### src/rtl/gpio_mm_responder.sv
// Memory-mapped GPIO responder: CTRL drives the output pins and holds the interrupt enables.
// STAT returns debounced inputs and sticky change flags; each flag raises a level interrupt when enabled.
module gpio_mm_responder #(
    parameter int unsigned WIDTH        = 16,
    parameter int unsigned DEBOUNCE_DIV = 1000,
    parameter logic [15:0] OUT_RESET    = 16'h0000
) (
    input  logic              clk,
    input  logic              rst_n,
    input  logic              Select,
    input  logic              MemRead,
    input  logic              MemWrite,
    input  logic [31:0]       AddrIn,
    input  logic [31:0]       DataIn,
    output logic [31:0]       DataOut,
    input  logic [WIDTH-1:0]  gpio_in,
    output logic [WIDTH-1:0]  gpio_out,
    output logic              irq
);

    localparam int unsigned CW = (DEBOUNCE_DIV > 1) ? $clog2(DEBOUNCE_DIV) : 1;
    localparam logic [CW-1:0] CNT_LAST = CW'(DEBOUNCE_DIV - 1);

    typedef enum logic [1:0] {
        REG_NONE = 2'b00,
        REG_CTRL = 2'b01,
        REG_STAT = 2'b10,
        REG_RSVD = 2'b11
    } reg_sel_e;

    reg_sel_e                  reg_sel;
    logic                      wr_ctrl, wr_stat, tick;
    logic [WIDTH-1:0]          clr_mask;

    logic [WIDTH-1:0]          out_q, out_d;
    logic [WIDTH-1:0]          irq_en_q, irq_en_d;
    logic [WIDTH-1:0]          flag_q, flag_d;
    logic                      irq_q, irq_d;
    logic [WIDTH-1:0]          sync1_q, sync2_q;
    logic [CW-1:0]             cnt_q, cnt_d;
    logic [WIDTH-1:0][2:0]     hist_q, hist_d;
    logic [WIDTH-1:0]          db_q, db_d;
    logic [31:0]               ctrl_rd, stat_rd;

    // Only AddrIn[3:2] is decoded; the remaining address bits are intentionally ignored.
    logic unused_addr;
    assign unused_addr = ^{AddrIn[31:4], AddrIn[1:0]};

    assign reg_sel  = reg_sel_e'(AddrIn[3:2]);
    assign wr_ctrl  = Select && MemWrite && (reg_sel == REG_CTRL);
    assign wr_stat  = Select && MemWrite && (reg_sel == REG_STAT);
    assign clr_mask = wr_stat ? DataIn[16 +: WIDTH] : '0;
    assign tick     = (cnt_q == CNT_LAST);

    // NOTE: every always_comb output gets a default first so no path leaves it unassigned (no latch).
    always_comb begin
        out_d    = out_q;
        irq_en_d = irq_en_q;
        if (wr_ctrl) begin
            out_d    = DataIn[WIDTH-1:0];
            irq_en_d = DataIn[16 +: WIDTH];
        end

        cnt_d = tick ? '0 : cnt_q + CW'(1);

        hist_d = hist_q;
        db_d   = db_q;
        for (int i = 0; i < int'(WIDTH); i++) begin
            if (tick) hist_d[i] = {hist_q[i][1:0], sync2_q[i]};
            if (hist_d[i] == 3'b111)      db_d[i] = 1'b1;
            else if (hist_d[i] == 3'b000) db_d[i] = 1'b0;
        end

        // A db transition on the same edge as a write-1-to-clear keeps the flag set.
        flag_d = (flag_q & ~clr_mask) | (db_d ^ db_q);
        irq_d  = |(flag_q & irq_en_q);
    end

    always_comb begin
        ctrl_rd = '0;
        stat_rd = '0;
        ctrl_rd[WIDTH-1:0]  = out_q;
        ctrl_rd[16 +: WIDTH] = irq_en_q;
        stat_rd[WIDTH-1:0]  = db_q;
        stat_rd[16 +: WIDTH] = flag_q;

        DataOut = '0;
        if (Select && MemRead) begin
            case (reg_sel)
                REG_CTRL: DataOut = ctrl_rd;
                REG_STAT: DataOut = stat_rd;
                default:  DataOut = '0;
            endcase
        end
    end

    // NOTE: state registers use non-blocking assignments so all flops update from pre-edge values.
    always_ff @(posedge clk) begin
        if (!rst_n) begin
            out_q    <= OUT_RESET[WIDTH-1:0];
            irq_en_q <= '0;
            flag_q   <= '0;
            irq_q    <= 1'b0;
            sync1_q  <= '0;
            sync2_q  <= '0;
            cnt_q    <= '0;
            hist_q   <= '0;
            db_q     <= '0;
        end else begin
            out_q    <= out_d;
            irq_en_q <= irq_en_d;
            flag_q   <= flag_d;
            irq_q    <= irq_d;
            sync1_q  <= gpio_in;
            sync2_q  <= sync1_q;
            cnt_q    <= cnt_d;
            hist_q   <= hist_d;
            db_q     <= db_d;
        end
    end

    assign gpio_out = out_q;
    assign irq      = irq_q;

endmodule

### config.mk
export PLATFORM = sky130hd
export DESIGN_NAME = gpio_mm_responder
export DESIGN_NICKNAME = d
export VERILOG_FILES = /design/src/rtl/gpio_mm_responder.sv
export SDC_FILE = /design/constraint.sdc
export NUM_CORES = 1
export LEC_CHECK = 0
export BUFFER_PORTS_ARGS = -buffer_cell sky130_fd_sc_hd__buf_2
export CELL_PAD_IN_SITES_DETAIL_PLACEMENT = 1
export CELL_PAD_IN_SITES_GLOBAL_PLACEMENT = 1
export CORE_ASPECT_RATIO = 0.5
export CORE_MARGIN = 5
export CORE_UTILIZATION = 44
export CTS_CLUSTER_SIZE = 28
export DETAILED_ROUTE_END_ITERATION = 8
export HOLD_SLACK_MARGIN = 0.06
export PLACE_DENSITY_LB_ADDON = 0.25
export SLEW_MARGIN = 20
export SYNTH_ARGS = -nofsm -noshare
export SYNTH_HDL_FRONTEND = slang
export SYNTH_SLANG_ARGS = --single-unit
### constraint.sdc
create_clock -name clk -period 3.77 [get_ports clk]
set_input_delay 0.377 -clock clk [delete_from_list [all_inputs] [get_ports clk]]
set_output_delay 0.377 -clock clk [all_outputs]
set_load 0.005 [all_outputs]
==> impl_metrics.yaml <==
global_routing:
  first_global_vias: 5499
  overflow: 0
  grt_max_degree: 75
  grt_pass1_wl_um: 29900
  grt_use_met1: 0.319
  use_met2: 0.296
  grtUsageMet3: 0.0476
  grt_usage: 0.211
  grt-busiest-layer: "met1"
  antenna_found_initial: 0
die:
  die_area_um2: 17700
  core_um2: 14600
  dieHeight_um: 96.7
  ioPinCount: 134
  die_x_um: 183
  rows: 31
  start_util: 0.453
yosys:
  synth_area_leader_cell: "dfxtp_1"
  yosysSeqAreaShare: 0.470
  ys_types: 35
  synthArstFlopShare: 0
  synthFlopType: "dfxtp_1"
  synth_fp_nets: 826
  yosysMostFrequentCell: "nand2_1"
  synth-seq-cells: 155
  synth_area_per_cell_um2: 8.96
  synth_top_area_frac: 0.470
  netlist_area_um2: 6610
  yosys_warnings: 0
  synthTopCellsByArea: "dfxtp_1, a21boi_0, nand2_1, and2_1, a22oi_1"
  yosys-top-cells-count: "nand2_1, dfxtp_1, a21boi_0"
  synth_enable_flop_cells: 0
  postSynthCellCount: 738
cts:
  cts.clk_slew.worst_paths_ns: 0.07
  cts_num_sinks: 155
  clock_latency_ns: 0.42
  clock_tree.root_cell: "clkbuf_16"
  cts_buffers: 17
  cts_tree: "built"
  htree_levels: 4
  cts_hold_buf: 0
  cts_buffer_depth: 2
  cts_resized: 0
  postCtsSetupBuffers: 0
route:
  drtAntennaViolNets: 0
  vias: 5559
  drt_iter0_markers: 363
  viasPerCell: 5.39
  wl_um: 18600
  drt-pass1-iter-count: 5
  wire_per_inst_um: 18.1
  post-route-drc-count: 0
layout:
  diodes: 0
  drive_above_1_share: 0.200
  final_util: 0.538
  nNetsFinal: 908
  areaGrowthSynthToFinish_pct: 18.6
  n_fill_cell: 1731
setup_path:
  cp_slowest_cell: "or3_4"
  worst-setup-path-type: "register to register"
  crit_required_ns: 4.14
  crit_arrival_ns: 2.82
  crit_chain: "ha_1 -> nand4b_1 -> or3_4 -> mux2_2 -> nor4b_1 -> o31a_1"
  cp-end-kind: "register"
  cp_max_fo: 66
  critPathMaxStageDelay_ns: 0.69
  start_kind: "register"
place:
  io_buffers: 103
  post-dp-hpwl_um: 12900
  gp_congestion: 0.810
status:
  status: "finished clean"
sta:
  min_period_over_period: 0.649
  setup_tns_ns: 0
  fin_worst_skew_ns: 0.0122
  slew_headroom: 0.446
  setup_violations: 0
  rsz0062_at_grt: "false"
  hold_viol_final: 0
  max_freq_mhz: 409
  fin_crit_ns: 2.45
  worst_pin_slew_ns: 0.831
  final_max_slew_viol_count: 0
pwr:
  power_uw: 3550
  vdd_drop_max_mv: 0.246
  powerDensity_nw_per_um2: 453
  leakagePower_uw: 0.00301
min_path:
  hp-class: "input pin to register"
job:
  maxCapViolCount: 0
-- flip-flops by register name, summed over array words and instances (netlist names) --
signal	cells
cnt_q	10
hist_q	48
sync1_q	16
sync2_q	16
flag_q	16
irq_en_q	16
gpio_out	16
db_q	16
irq	1
-- metal layers --
metal	vias up	share of wire
met4	0	0.016
met5	-	0
li1	2696	-
met3	28	0.069
met2	175	0.41
met1	2660	0.51
-- logic make-up (layout without fill, tap and decap cells) --
family,Yosys count,in the layout,share of synthesized area
simple gates,304,304,0.227
xor+xnor,7,7,0.00928
mux,16,16,0.0358
fa+ha+maj,3,3,0.00568
compound gates,203,203,0.222
buf+inv,50,145,0.0309
flops,155,155,0.470
-- cell usage in the layout, fill, tap and decap left out, types with 2 or more instances in the layout --
cell type | Yosys | layout
clkinv_4 | 0 | 2
a22o_1 | 2 | 2
o21ai_0 | 32 | 32
inv_6 | 0 | 7
a221oi_1 | 2 | 2
nand3_1 | 6 | 6
nand2_1 | 163 | 163
a21boi_0 | 112 | 112
inv_8 | 0 | 2
xnor2_1 | 3 | 3
o31a_1 | 16 | 16
nor2_1 | 42 | 41
buf_2 | 1 | 102
and2_1 | 49 | 49
and3_1 | 5 | 5
ha_1 | 3 | 3
nor4b_2 | 4 | 4
a22oi_1 | 36 | 36
nor4b_1 | 12 | 12
buf_4 | 0 | 9
inv_1 | 2 | 2
clkbuf_16 | 0 | 17
bufinv_16 | 0 | 2
and3b_1 | 16 | 16
mux2_4 | 15 | 15
dfxtp_1 | 155 | 155
xor2_1 | 4 | 4
-- power by group --
| group | internal [uW] | total (uW) | switching, uW |
|---|---|---|---|
| combinational | 56.3 | 129 | 72.5 |
| clock | 1000 | 1740 | 742 |
| sequential | 1660 | 1680 | 17.2 |
-- critical path, delay by kind of cell (launching register included) --
kind / cells / cell delay [ns]
simple gates: 3 / 1.19
mux: 1 / 0.44
flops: 1 / 0.34
fa+ha+maj: 1 / 0.24
compound gates: 1 / 0.17
-- final cells by class --
type / count / area (um2) / share of cell area
Clock buffer: 17 / 425 / 0.0543
Timing Repair Buffer: 111 / 578 / 0.0737
Multi-Input combinational cell: 533 / 3300 / 0.421
Sequential cell: 155 / 3100 / 0.396
Inverter: 2 / 7.51 / 0.000958
Clock inverter: 15 / 174 / 0.0222
Tap cell: 198 / 248 / 0.0316
-- path summary, 6_finish.rpt --
check                    from  slack, ns          end  cells after the start
setup / recovery     cnt_q[0]       1.32   flag_q[15]                      6
hold / removal    gpio_in[11]       0.16  sync1_q[11]                      2
setup reg to reg     cnt_q[0]       1.32   flag_q[15]                      6
hold reg to reg   sync1_q[15]       0.44  sync2_q[15]                      1
-- through the flow --
stage	cell area [um2]	instances	worst slack, ns	hold slack (ns)
6_report	7840	1031	1.32	0.156
5_1_grt	7840	1031	1.20	0.143
4_1_cts	7840	1031	1.32	0.141
3_5_place_dp	7240	999	1.39	0.421
3_3_place_gp	7240	999	1.42	0.420
2_1_floorplan	6610	738	1.78	0.412
No activity file was read; power rests on OpenSTA's default activity.
